==> src/rtl/control_seq_pkg.sv <==
// control_seq_pkg: shared encodings for the RISC Mini sequencing control unit.
//   - instruction type codes (inst[2:0]) and function codes (inst[6:3])
//   - branch-condition function codes (used when CTRL_COND_BRANCH_EN is defined)
//   - sequencer mode encodings, which are also the value driven on `mode`
//   - strobes_t: the five datapath strobes as one packed bundle
package control_seq_pkg;

  localparam logic [2:0] R_TYPE = 3'd0;
  localparam logic [2:0] I_TYPE = 3'd1;
  localparam logic [2:0] B_TYPE = 3'd2;
  localparam logic [2:0] J_TYPE = 3'd3;
  localparam logic [2:0] M_TYPE = 3'd4;
  localparam logic [2:0] S_TYPE = 3'd5;

  localparam logic [3:0] JUMP  = 4'd0;
  localparam logic [3:0] LOAD  = 4'd0;
  localparam logic [3:0] STORE = 4'd1;
  localparam logic [3:0] CALL  = 4'd0;
  localparam logic [3:0] RET   = 4'd1;

  localparam logic [3:0] BEQ = 4'd0;
  localparam logic [3:0] BNE = 4'd1;
  localparam logic [3:0] BLT = 4'd2;
  localparam logic [3:0] BGE = 4'd3;
  localparam logic [3:0] BCS = 4'd4;

  typedef enum logic [1:0] {
    MODE_EXEC = 2'd0,
    MODE_CALL = 2'd1,
    MODE_RET  = 2'd2
  } mode_e;

  typedef struct packed {
    logic pc_sel;
    logic b_sel;
    logic dmem_we;
    logic wb_sel;
    logic reg_we;
  } strobes_t;

endpackage

==> src/rtl/control_seq_if.sv <==
// control_seq_if: bundle between the instruction register / datapath muxes and
// the sequencing control unit.
//   master modport: instruction side (drives inst, inst_valid, ccr)
//   slave modport : control_seq (drives strobes, stall, save_idx, sp_addr,
//                   sc, mode, fault)
interface control_seq_if #(
  parameter int SC_W = 8
);
  logic [31:0]     inst;
  logic            inst_valid;
  logic [3:0]      ccr;
  logic            pc_sel;
  logic            b_sel;
  logic            dmem_we;
  logic            wb_sel;
  logic            reg_we;
  logic            stall;
  logic [4:0]      save_idx;
  logic [SC_W-1:0] sp_addr;
  logic [SC_W-1:0] sc;
  logic [1:0]      mode;
  logic            fault;

  modport master (
    output inst, inst_valid, ccr,
    input  pc_sel, b_sel, dmem_we, wb_sel, reg_we, stall,
    input  save_idx, sp_addr, sc, mode, fault
  );

  modport slave (
    input  inst, inst_valid, ccr,
    output pc_sel, b_sel, dmem_we, wb_sel, reg_we, stall,
    output save_idx, sp_addr, sc, mode, fault
  );
endinterface

==> src/rtl/control_dec.sv <==
// control_dec: purely combinational decode of an instruction into the five
// datapath strobes {pc_sel, b_sel, dmem_we, wb_sel, reg_we}.
//   inst       in 32 : type = inst[2:0], function = inst[6:3]
//   inst_valid in 1  : all strobes are 0 when low
//   ccr        in 4  : {V,C,N,Z}; bit 0 doubles as the legacy branch-taken flag
//   strb       out   : decoded strobes
// Macro CTRL_COND_BRANCH_EN: when defined, B-type picks its condition from
// inst[6:3] (BEQ/BNE/BLT/BGE/BCS); otherwise every branch follows ccr[0].
module control_dec
  import control_seq_pkg::*;
(
  input  logic [31:0] inst,
  input  logic        inst_valid,
  input  logic [3:0]  ccr,
  output strobes_t    strb
);

  logic [3:0] func;
  assign func = inst[6:3];

`ifdef CTRL_COND_BRANCH_EN
  logic [24:0] unused_bits;
  assign unused_bits = inst[31:7];

  function automatic logic branch_taken(input logic [3:0] fn, input logic [3:0] cc);
    logic taken;
    taken = 1'b0;
    case (fn)
      BEQ:     taken = cc[0];
      BNE:     taken = !cc[0];
      BLT:     taken = cc[1] ^ cc[3];
      BGE:     taken = !(cc[1] ^ cc[3]);
      BCS:     taken = cc[2];
      default: taken = 1'b0;
    endcase
    return taken;
  endfunction
`else
  logic [27:0] unused_bits;
  assign unused_bits = {inst[31:7], ccr[3:1]};
`endif

  always_comb begin
    strb = '0;
    if (inst_valid) begin
      case (inst[2:0])
        R_TYPE: strb.reg_we = 1'b1;
        I_TYPE: begin
          strb.b_sel  = 1'b1;
          strb.reg_we = 1'b1;
        end
        B_TYPE: begin
`ifdef CTRL_COND_BRANCH_EN
          strb.pc_sel = branch_taken(func, ccr);
`else
          strb.pc_sel = ccr[0];
`endif
        end
        J_TYPE: begin
          if (func == JUMP) strb.pc_sel = 1'b1;
        end
        M_TYPE: begin
          if (func == LOAD) begin
            strb.b_sel  = 1'b1;
            strb.wb_sel = 1'b1;
            strb.reg_we = 1'b1;
          end else if (func == STORE) begin
            strb.b_sel   = 1'b1;
            strb.dmem_we = 1'b1;
          end
        end
        default: ;
      endcase
    end
  end

endmodule

==> src/rtl/control_seq.sv <==
// control_seq: sequencing control unit for the RISC Mini core. Decodes the
// current instruction into datapath strobes (via control_dec) and runs the
// multi-cycle CALL spill / RET fill of NSAVE registers to the DMEM stack.
//   clk   in : single clock, rising edge
//   rst_n in : synchronous, active-low reset
//   bus      : control_seq_if.slave (inst/inst_valid/ccr in; strobes, stall,
//              save_idx, sp_addr, sc, mode, fault out)
// Parameters: NSAVE (1..32), SC_W, STACK_MAX (< 2**SC_W, >= NSAVE).
// Macro CTRL_COND_BRANCH_EN selects conditional branch decode in control_dec.
module control_seq
  import control_seq_pkg::*;
#(
  parameter int NSAVE     = 16,
  parameter int SC_W      = 8,
  parameter int STACK_MAX = 64
) (
  input  logic          clk,
  input  logic          rst_n,
  control_seq_if.slave  bus
);

  localparam logic [4:0]    LAST_IDX = 5'(NSAVE - 1);
  localparam logic [SC_W:0] NSAVE_W  = (SC_W + 1)'(NSAVE);
  localparam logic [SC_W:0] MAX_W    = (SC_W + 1)'(STACK_MAX);

  mode_e           state_q, state_d;
  logic [SC_W-1:0] sc_q, sc_d;
  logic [4:0]      idx_q, idx_d;
  logic [SC_W-1:0] sp;
  strobes_t        dec_strb, strb;
  logic            stall, fault;
  logic            is_call, is_ret, call_ovf, ret_unf;

  control_dec u_dec (
    .inst       (bus.inst),
    .inst_valid (bus.inst_valid),
    .ccr        (bus.ccr),
    .strb       (dec_strb)
  );

  assign is_call = bus.inst_valid && (bus.inst[2:0] == S_TYPE) && (bus.inst[6:3] == CALL);
  assign is_ret  = bus.inst_valid && (bus.inst[2:0] == S_TYPE) && (bus.inst[6:3] == RET);
  // One extra bit so sc + NSAVE cannot wrap before the compare.
  assign call_ovf = ({1'b0, sc_q} + NSAVE_W) > MAX_W;
  assign ret_unf  = {1'b0, sc_q} < NSAVE_W;

  always_ff @(posedge clk) begin
    if (!rst_n) begin
      state_q <= MODE_EXEC;
      sc_q    <= '0;
      idx_q   <= '0;
    end else begin
      state_q <= state_d;
      sc_q    <= sc_d;
      idx_q   <= idx_d;
    end
  end

  always_comb begin
    state_d = state_q;
    sc_d    = sc_q;
    idx_d   = idx_q;
    strb    = '0;
    stall   = 1'b0;
    fault   = 1'b0;
    sp      = '0;
    case (state_q)
      MODE_EXEC: begin
        strb = dec_strb;
        if (is_call) begin
          if (call_ovf) begin
            fault = 1'b1;
          end else begin
            stall   = 1'b1;
            state_d = MODE_CALL;
            idx_d   = '0;
          end
        end else if (is_ret) begin
          if (ret_unf) begin
            fault = 1'b1;
          end else begin
            stall   = 1'b1;
            state_d = MODE_RET;
            idx_d   = LAST_IDX;
          end
        end
      end
      MODE_CALL: begin
        stall        = 1'b1;
        strb.dmem_we = 1'b1;
        sp           = sc_q;
        sc_d         = sc_q + SC_W'(1);
        idx_d        = idx_q + 5'd1;
        if (idx_q == LAST_IDX) state_d = MODE_EXEC;
      end
      MODE_RET: begin
        // DMEM read is asynchronous: the word at sc-1 is written back this cycle.
        stall       = 1'b1;
        strb.reg_we = 1'b1;
        strb.wb_sel = 1'b1;
        sp          = sc_q - SC_W'(1);
        sc_d        = sc_q - SC_W'(1);
        idx_d       = idx_q - 5'd1;
        if (idx_q == 5'd0) state_d = MODE_EXEC;
      end
      default: state_d = MODE_EXEC;
    endcase
    // A reset cycle aborts at once: no write strobes escape while rst_n is low.
    if (!rst_n) begin
      strb  = '0;
      stall = 1'b0;
      fault = 1'b0;
    end
  end

  assign bus.pc_sel   = strb.pc_sel;
  assign bus.b_sel    = strb.b_sel;
  assign bus.dmem_we  = strb.dmem_we;
  assign bus.wb_sel   = strb.wb_sel;
  assign bus.reg_we   = strb.reg_we;
  assign bus.stall    = stall;
  assign bus.fault    = fault;
  assign bus.sp_addr  = sp;
  assign bus.sc       = sc_q;
  assign bus.save_idx = idx_q;
  assign bus.mode     = state_q;

endmodule

==> src/flat_wrapper.sv <==
// flat-port wrapper written by rule: the top's interface ports become plain ports
module control_seq_flat import control_seq_pkg::*;
#(
  parameter int NSAVE     = 16,
  parameter int SC_W      = 8,
  parameter int STACK_MAX = 64
)
  (clk, rst_n, bus_inst, bus_inst_valid, bus_ccr, bus_pc_sel, bus_b_sel, bus_dmem_we, bus_wb_sel, bus_reg_we, bus_stall, bus_save_idx, bus_sp_addr, bus_sc, bus_mode, bus_fault);
  control_seq_if #(.SC_W(SC_W)) bus_i ();
  input  logic clk;
  input  logic rst_n;
  input wire logic [$bits(bus_i.inst)-1:0] bus_inst;
  input wire logic [$bits(bus_i.inst_valid)-1:0] bus_inst_valid;
  input wire logic [$bits(bus_i.ccr)-1:0] bus_ccr;
  output wire logic [$bits(bus_i.pc_sel)-1:0] bus_pc_sel;
  output wire logic [$bits(bus_i.b_sel)-1:0] bus_b_sel;
  output wire logic [$bits(bus_i.dmem_we)-1:0] bus_dmem_we;
  output wire logic [$bits(bus_i.wb_sel)-1:0] bus_wb_sel;
  output wire logic [$bits(bus_i.reg_we)-1:0] bus_reg_we;
  output wire logic [$bits(bus_i.stall)-1:0] bus_stall;
  output wire logic [$bits(bus_i.save_idx)-1:0] bus_save_idx;
  output wire logic [$bits(bus_i.sp_addr)-1:0] bus_sp_addr;
  output wire logic [$bits(bus_i.sc)-1:0] bus_sc;
  output wire logic [$bits(bus_i.mode)-1:0] bus_mode;
  output wire logic [$bits(bus_i.fault)-1:0] bus_fault;
  assign bus_i.inst = bus_inst;
  assign bus_i.inst_valid = bus_inst_valid;
  assign bus_i.ccr = bus_ccr;
  assign bus_pc_sel = bus_i.pc_sel;
  assign bus_b_sel = bus_i.b_sel;
  assign bus_dmem_we = bus_i.dmem_we;
  assign bus_wb_sel = bus_i.wb_sel;
  assign bus_reg_we = bus_i.reg_we;
  assign bus_stall = bus_i.stall;
  assign bus_save_idx = bus_i.save_idx;
  assign bus_sp_addr = bus_i.sp_addr;
  assign bus_sc = bus_i.sc;
  assign bus_mode = bus_i.mode;
  assign bus_fault = bus_i.fault;
  control_seq #(.NSAVE(NSAVE), .SC_W(SC_W), .STACK_MAX(STACK_MAX)) u_core (.clk(clk), .rst_n(rst_n), .bus(bus_i));
endmodule
==> config.mk <==
export PLATFORM = sky130hd
export DESIGN_NAME = control_seq_flat
export DESIGN_NICKNAME = d
export VERILOG_FILES = /design/src/rtl/control_seq_pkg.sv /design/src/rtl/control_seq_if.sv /design/src/rtl/control_dec.sv /design/src/rtl/control_seq.sv /design/src/flat_wrapper.sv
export SDC_FILE = /design/constraint.sdc
export NUM_CORES = 1
export LEC_CHECK = 0
export CAP_MARGIN = 20
export CORE_UTILIZATION = 35
export CTS_BUF_LIST = sky130_fd_sc_hd__clkbuf_16
export CTS_CLUSTER_DIAMETER = 80
export DETAILED_ROUTE_END_ITERATION = 6
export GPL_TIMING_DRIVEN = 0
export MAX_ROUTING_LAYER = met4
export PLACE_DENSITY = 0.72
export SLEW_MARGIN = 20
export SYNTH_ARGS = -nofsm -noshare
export SYNTH_HDL_FRONTEND = slang
export SYNTH_SLANG_ARGS = --single-unit
==> constraint.sdc <==
create_clock -name clk -period 2.35 [get_ports clk]
set_input_delay 0.235 -clock clk [delete_from_list [all_inputs] [get_ports clk]]
set_output_delay 0.235 -clock clk [all_outputs]
set_load 0.005 [all_outputs]
==> results of run 1 <==
[how the worst max path moves through the flow]
stage / from / endpoint / slack, ns
global placement: u_core.bus.mode[0]$_SDFFE_PN0P_ / bus_sp_addr[6] / -0.40
detailed placement: u_core.bus.mode[0]$_SDFFE_PN0P_ / bus_sp_addr[6] / -0.39
global route: bus_inst[0] / bus_fault / -0.11
CTS: u_core.bus.mode[0]$_SDFFE_PN0P_ / bus_fault / -0.06
floorplan: u_core.bus.mode[0]$_SDFFE_PN0P_ / u_core.bus.save_idx[4]$_SDFFE_PN0P_ / 0.13
finish: bus_inst[0] / bus_fault / 0.05
[registers in the layout, indices dropped and copies added (netlist names)]
name	flops
u_core.bus.save_idx	5
u_core.bus.sc	8
u_core.bus.mode	2
[layout by cell type, fill, tap and decap left out, types with 4 or more instances in the layout]
cell	count
nor3_1	7
o21ai_0	17
clkdlybuf4s50_1	28
nor2_1	20
dfxtp_1	12
ha_1	6
a31oi_1	4
inv_1	11
buf_4	4
xor2_1	4
nand2b_1	4
a21oi_1	17
nand3_1	4
nand2_1	18
dlygate4sd2_1	8
[what timing repair did]
| item | CTS | global route |
|---|---|---|
| resized for setup | 33 | 10 |
| hold buffers | 0 | 0 |
| setup buffers | 1 | 1 |
| setup endpoints to repair | 16 | 7 |
| pin swaps | 3 | 3 |
[logic make-up after synthesis]
kind of cell / Yosys count
fa+ha+maj: 10
compound gates: 63
xor+xnor: 7
buf+inv: 26
flops: 15
mux: 3
simple gates: 81
[metal layers]
| layer | up-vias | share of wire | track usage |
|---|---|---|---|
| li1 | 832 | - | - |
| met1 | 771 | 0.44 | 0.2548 |
| met2 | 50 | 0.50 | 0.3589 |
| met3 | 4 | 0.052 | 0.03716 |
| met4 | 0 | 0.0065 | 0.04167 |
| met5 | - | 0 | - |
[worst max-delay path, cell delays in order]
cell             delay (ns)
clkdlybuf4s50_1        0.55
nand4b_1               0.34
nor3_2                 0.24
o311a_1                0.19
clkdlybuf4s50_1        0.51
[stage by stage]
step           power (mW)  area [µm²]  hold slack, ns
3_3_place_gp       0.7373        1968          0.5052
4_1_cts             1.125        2128          0.3855
2_1_floorplan      0.5924        1515          0.4186
5_1_grt             1.194        2148          0.4245
6_report            1.129        2148          0.3922
3_5_place_dp       0.7438        1968          0.5099
[cell type report]
type	instances	area, µm²
plain buffers	11	95.09
clock buffers	3	75.07
clock inverters	1	3.754
fillers	400	1938
inverters	13	58.81
multi-input cells	164	1154
flip-flops and latches	15	304.0
well taps	50	62.56
repair buffers	41	395.4
[where the power goes]
group	leakage (nW)	internal (mW)	total, mW	switching (mW)
Sequential	0.123	0.278	0.311	0.0332
Clock	0.0423	0.226	0.337	0.111
Combinational	0.645	0.240	0.481	0.241
Total	0.810	0.743	1.13	0.386
==> impl_metrics.ini, run 1 <==
[global_routing]
antenna_found_initial = 0
gr-total-overflow = 0
grt_max_degree = 13
grt_pass1_vias = 1544
grt_usage = 0.2093
grt_pass1_wl_mm = 7.086

[outcome]
status = completed

[die]
coreArea_um2 = 4086
die_h_um = 67.80
die_width_um = 67.80
fp.dieArea_um2 = 4596
start_util = 0.3708
io_pins = 69
rows = 23

[yosys]
synth.most_common_cell = nor2_1
synth.top_cells.by_area = dfxtp_1 20%, ha_1 7.4%, a21oi_1 5.6%
synth_cell_types = 60
synthArstFlopShare = 0
synth_common_cells = 20 x nor2_1, 18 x nand2_1, 17 x a21oi_1, 17 x o21ai_0, 15 x dfxtp_1
synth.net_count = 254
ys.flop_type = dfxtp_1
synth.top_cell.area_share = 0.1982
netlist_instances = 205
ys_ff_latch = 15
syn_area_per_cell_um2 = 7.391
synthMuxAreaShare = 0.01982
synth-adder-area-share = 0.08753
synth_simple_gate_area_frac = 0.2964
synth-edff-count = 0
synth-compound-area-share = 0.2824
synth-warning-count = 0
synth-seq-area-share = 0.1982
yosysTopAreaCell = dfxtp_1
synthesis.area_um2 = 1515
synthXorXnorAreaFrac = 0.04046
synth_top_family_by_area = simple AND/OR/NAND/NOR gates

[min_path]
holdPathEnd = u_core.bus.save_idx[2]$_SDFFE_PN0P_
hp-class = in2reg
hold_path_depth = 2
min_from = rst_n

[sta]
finalCritPeriodShare = 0.9794
tightest_slew_ns = 0.5300
fin_skew_ns = 0.003138
drv_slew = 0
rsz0062_at_grt = yes
setup_viol = 0
period_needed_ns = 2.302
fin_ws_ns = 0.04841
slew_headroom = 0.6466
hold_violations = 0
tns_ns = 0
clock.fmax_ghz = 0.4345

[layout]
final_util = 0.5257
final_cells = 298
syn2layout_area_growth_pct = 41.78
finalNetCount = 298
diodes = 0
drive_above_1_share = 0.1573

[placement]
dpl.hpwl_mm = 3.095
numPortBuffers = 39
gp_congestion = 0.8117
place_inst = 294
post-place-ws_ns = -0.3906

[critical_path]
worst-endpoint-arrival_ns = 2.07
critPathLaunchType = input port
r2r_cells = 10
crit_fanout = 7
r2r-end = u_core.bus.save_idx[4]$_SDFFE_PN0P_
reg2reg_slack_ns = 0.34
rr_startpoint = u_core.bus.mode[0]$_SDFFE_PN0P_
end_kind = output port
crit_required_ns = 2.12
setup.worst_path.class = in2out

[pwr]
cellLeakagePower_nw = 0.8097
vdd_drop_max_mv = 0.4175
power_density_nw_per_um2 = 525.5

[clock_network]
cts_buffers = 3
cts.reportedPaths.clkPinSlew_ns = 0.05
cts-root-to-sink-buffers = 2
clock-sinks = 15
htree_levels = 1
cts_tree = yes
cts-root-buf = clkbuf_16
worstSkewPairLatency_ns = 0.25

[drt]
wire_per_inst_um = 14.39
vias = 1657
drt_pass1_iterations = 4
drc = 0
drtIter0Drc = 108
routed_wl_mm = 4.288
ant_nets = 0
viasPerCell = 5.560

[job]
drv_cap = 0
Power figures use the tool's default switching activity.
==> run 2, diff against run 1 <==
--- a/config.mk
+++ b/config.mk
@@ -12,7 +12,7 @@
 export DETAILED_ROUTE_END_ITERATION = 6
 export GPL_TIMING_DRIVEN = 0
 export MAX_ROUTING_LAYER = met4
-export PLACE_DENSITY = 0.72
+export PLACE_DENSITY = 0.69
 export SLEW_MARGIN = 20
 export SYNTH_ARGS = -nofsm -noshare
 export SYNTH_HDL_FRONTEND = slang
==> constraint.sdc (replaced) <==
create_clock -name clk -period 2.4 [get_ports clk]
set_input_delay 0.24 -clock clk [delete_from_list [all_inputs] [get_ports clk]]
set_output_delay 0.24 -clock clk [all_outputs]
set_load 0.005 [all_outputs]
==> impl_metrics.ini, run 2 (same netlist as run 1, synthesis figures left out) <==
[outcome]
status = completed

[drt]
vias = 1678
viasPerCell = 5.575
drt_pass1_iterations = 4
routed_wl_mm = 4.288
wire_per_inst_um = 14.25
ant_nets = 0
drc = 0
drtIter0Drc = 114

[sta]
hold_ws_ns = 0.3847
setup_viol = 0
fin_skew_ns = 0.003377
drv_slew = 0
clock.fmax_ghz = 0.4323
hold_violations = 0
period_needed_ns = 2.313
fin_ws_ns = 0.08672
finalCritPeriodShare = 0.9639
slew_headroom = 0.6591
tightest_slew_ns = 0.5114
tns_ns = 0
rsz0062_at_grt = no

[clock_network]
cts_tree = yes
worstSkewPairLatency_ns = 0.25
htree_levels = 1
cts-root-buf = clkbuf_16
clock-sinks = 15
cts.reportedPaths.clkPinSlew_ns = 0.05
hold_buffers = 0
cts_buffers = 3
cts-root-to-sink-buffers = 2

[layout]
seqCellArea_um2 = 304.0
mostFrequentLayoutCell = clkdlybuf4s50_1
multi_input_area_um2 = 1151
drive_above_1_share = 0.1633
diodes = 0
postLayoutCellArea_um2 = 2175
final_cells = 301
fillers = 402
finalNetCount = 301
mostFrequentLayoutCells = 28 x clkdlybuf4s50_1, 19 x nor2_1, 18 x nand2_1, 17 x a21oi_1, 14 x o21ai_0
syn2layout_area_growth_pct = 43.52
largest_register_ffs = 8
final_util = 0.5321

[pwr]
vdd_drop_max_mv = 0.4024
cellLeakagePower_nw = 0.8824
report.power.total_mw = 1.114
power_density_nw_per_um2 = 512.2

[min_path]
hp-class = in2reg

[die]
start_util = 0.3708
coreArea_um2 = 4086
rows = 23
io_pins = 69
fp.dieArea_um2 = 4596
die_width_um = 67.80
die_h_um = 67.80

[critical_path]
crit_fanout = 10
path_delay_family = buffers and inverters
worst-endpoint-arrival_ns = 2.07
cpPeakStageDelay_ns = 0.45
path_buf_inv = 3
slowest_stage = clkdlybuf4s50_1
crit_chain = buf_6 -> nor4_4 -> buf_4 -> o21ai_0 -> o311a_1 -> clkdlybuf4s50_1
end_kind = output port
setup.worst_path.class = reg2out
crit_required_ns = 2.16
critPathLaunchType = register

[global_routing]
grt_usage = 0.2049
gr-total-overflow = 0
antenna_found_initial = 0
grt_pass1_wl_mm = 6.941
grt_pass1_vias = 1527
grt_max_degree = 13

[placement]
dpl.hpwl_mm = 3.060
numPortBuffers = 39
place_area_um2 = 1968
gp_congestion = 0.8382
place_inst = 294
post-place-ws_ns = -0.3288

[job]
drv_cap = 0
## run 2: changes by cell type in the layout (fill, tap and decap cells not counted), moves of 3 or more
cell	before	now
buf_4	4	8
dlymetal6s2s_1	2	6
o21ai_0	17	14
dlygate4sd2_1	8	5
o21ai_1	0	3
## run 2: worst paths after layout
| kind | start | end | slack [ns] | cells past startpoint |
|---|---|---|---|---|
| max | u_core.bus.sc[0]$_SDFFE_PN0P_ | bus_fault | 0.09 | 6 |
| min reg2reg | u_core.bus.mode[0]$_SDFFE_PN0P_ | u_core.bus.mode[0]$_SDFFE_PN0P_ | 0.50 | 2 |
| max reg2reg | u_core.bus.mode[0]$_SDFFE_PN0P_ | u_core.bus.save_idx[4]$_SDFFE_PN0P_ | 0.35 | 10 |
| min | rst_n | u_core.bus.save_idx[2]$_SDFFE_PN0P_ | 0.38 | 2 |
## run 2: final cells by class
type / count / share of cell area
plain buffers: 11 / 0.03913
clock buffers: 3 / 0.03452
clock inverters: 1 / 0.001726
inverters: 13 / 0.02589
multi-input cells: 164 / 0.5293
flip-flops and latches: 15 / 0.1398
well taps: 50 / 0.02877
repair buffers: 44 / 0.2008
## run 2: routing by layer
| layer | wire length [µm] | track usage | vias to the layer above |
|---|---|---|---|
| li1 | - | - | 841 |
| met3 | 263 | 0.04054 | 4 |
| met5 | 0 | - | - |
| met4 | 42 | 0.07813 | 0 |
| met1 | 1917 | 0.2545 | 777 |
| met2 | 2064 | 0.3243 | 56 |
## run 2: timing repair
item,4_1_cts,5_1_grt
gates resized for setup,24,19
buffers inserted,1,4
setup endpoints to repair,14,8
pin swaps,4,4
endpoints found under the hold margin,0,0
## run 2: power breakdown
part / internal [mW] / leakage, nW / total (mW) / switching, mW
logic: 0.238 / 0.718 / 0.475 / 0.237
clock network: 0.221 / 0.0423 / 0.335 / 0.113
registers: 0.272 / 0.123 / 0.304 / 0.0325
total: 0.731 / 0.882 / 1.11 / 0.383
==> run 3, diff against run 2 <==
--- a/config.mk
+++ b/config.mk
@@ -7,7 +7,6 @@
 export LEC_CHECK = 0
 export CAP_MARGIN = 20
 export CORE_UTILIZATION = 35
-export CTS_BUF_LIST = sky130_fd_sc_hd__clkbuf_16
 export CTS_CLUSTER_DIAMETER = 80
 export DETAILED_ROUTE_END_ITERATION = 6
 export GPL_TIMING_DRIVEN = 0
==> impl_metrics.ini, run 3 (same netlist as run 1, synthesis figures left out) <==
[clock_network]
htree_levels = 1
cts-root-to-sink-buffers = 2
cts_buffers = 3
cts-root-buf = clkbuf_8
cts.reportedPaths.clkPinSlew_ns = 0.07
worstSkewPairLatency_ns = 0.25
cts_tree = yes
hold_buffers = 0
clock-sinks = 15

[pwr]
cellLeakagePower_nw = 0.8308
vdd_drop_max_mv = 0.3805
report.power.total_mw = 1.009
power_density_nw_per_um2 = 469.9

[min_path]
hp-class = in2reg
hold_path_depth = 2

[layout]
largest_register_ffs = 8
multi_input_area_um2 = 1151
diodes = 0
drive_above_1_share = 0.1667
finalNetCount = 302
mostFrequentLayoutCell = clkdlybuf4s50_1
final_cells = 302
fillers = 405
mostFrequentLayoutCells = 30 x clkdlybuf4s50_1, 19 x nor2_1, 18 x nand2_1, 17 x a21oi_1, 14 x o21ai_0
postLayoutCellArea_um2 = 2147
syn2layout_area_growth_pct = 41.70
seqCellArea_um2 = 304.0

[sta]
fin_skew_ns = 0.006384
drv_slew = 0
slew_headroom = 0.6682
tns_ns = 0
period_needed_ns = 2.293
finalCritPeriodShare = 0.9553
rsz0062_at_grt = no
hold_violations = 0
clock.fmax_ghz = 0.4362
tightest_slew_ns = 0.4978
fin_ws_ns = 0.1074
setup_viol = 0

[die]
io_pins = 69
fp.dieArea_um2 = 4596
die_h_um = 67.80
die_width_um = 67.80
coreArea_um2 = 4086
start_util = 0.3708
rows = 23

[placement]
gp_congestion = 0.8382
post-place-ws_ns = -0.3288
place_inst = 294
dpl.hpwl_mm = 3.060
numPortBuffers = 39
place_area_um2 = 1968

[critical_path]
reg2reg_slack_ns = 0.31
critPathLaunchType = register
worst-endpoint-arrival_ns = 2.05
slowest_stage = dfxtp_1
crit_required_ns = 2.16
setup.worst_path.class = reg2out
cpPeakStageDelay_ns = 0.34
r2r_cells = 10
end_kind = output port
crit_chain = buf_6 -> inv_1 -> ha_2 -> nor4bb_4 -> buf_4 -> nor2_1 -> a311oi_1 -> dlygate4sd2_1
crit_fanout = 10

[outcome]
status = completed

[drt]
drt_pass1_iterations = 4
routed_wl_mm = 4.295
drtIter0Drc = 170
wire_per_inst_um = 14.22
ant_nets = 0
vias = 1691
drc = 0
viasPerCell = 5.599

[global_routing]
top_usage_layer = met2
grt_pass1_vias = 1505
antenna_found_initial = 0
met3_usage = 0.03885
use_met2 = 0.3230
grt_max_degree = 13
grt_pass1_wl_mm = 6.851
grt_usage = 0.1995
grt_use_met1 = 0.2535
gr-total-overflow = 0

[job]
drv_cap = 0
-- run 3: changes by cell type in the layout (fill, tap and decap cells not counted), sizes merged --
| cell | delta |
|---|---|
| clkbuf | +2 |
| clkdlybuf4s50 | +2 |
| dlymetal6s2s | -2 |
| clkinv | -1 |
-- run 3: metrics by stage --
stage / hold WS, ns / utilization
final: 0.3691 / 0.5254
after global routing: 0.3955 / 0.5254
after CTS: 0.3736 / 0.5080
after detailed placement: 0.5179 / 0.4816
after global placement: 0.5236 / 0.4816
after floorplan: 0.4236 / -
-- run 3: path summary, 6_finish.rpt --
kind / endpoint / from
setup / recovery: bus_sp_addr[4] / u_core.bus.sc[0]$_SDFFE_PN0P_
setup reg to reg: u_core.bus.save_idx[4]$_SDFFE_PN0P_ / u_core.bus.mode[0]$_SDFFE_PN0P_
hold / removal: u_core.bus.save_idx[2]$_SDFFE_PN0P_ / rst_n
hold reg to reg: u_core.bus.mode[0]$_SDFFE_PN0P_ / u_core.bus.mode[0]$_SDFFE_PN0P_
-- run 3: final cells by class --
class / count / share of cell area
timing repair buffer: 45 / 0.2045
sequential: 15 / 0.1416
multi-input combinational: 164 / 0.5361
clock buffer: 4 / 0.02098
buffer: 11 / 0.04254
inverter: 13 / 0.02506
tap: 50 / 0.02914
-- run 3: critical path, delay by kind of cell (launching register included) --
family                   cells  cell delay (ns)
AO/OA/AOI/OAI                1             0.26
adder cells (fa/ha/maj)      1             0.21
AND/OR/NAND/NOR              2             0.34
buffers and inverters        4             0.65
flip-flops                   1             0.34
-- run 3: power breakdown --
part	switching, mW	internal, mW	leakage [nW]
Combinational	0.240	0.246	0.685
Clock	0.100	0.118	0.0228
Sequential	0.0331	0.271	0.123
-- run 3: what timing repair did --
action / CTS / global route
pin swaps: 3 / 3
setup buffers: 1 / 5
endpoints found under the setup margin: 14 / 8
resized for setup: 24 / 17
-- run 3: metal layers --
layer | vias up | share of wire
li1 | 840 | -
met1 | 785 | 0.44
met2 | 61 | 0.49
met3 | 5 | 0.061
met4 | 0 | 0.0072
met5 | - | 0
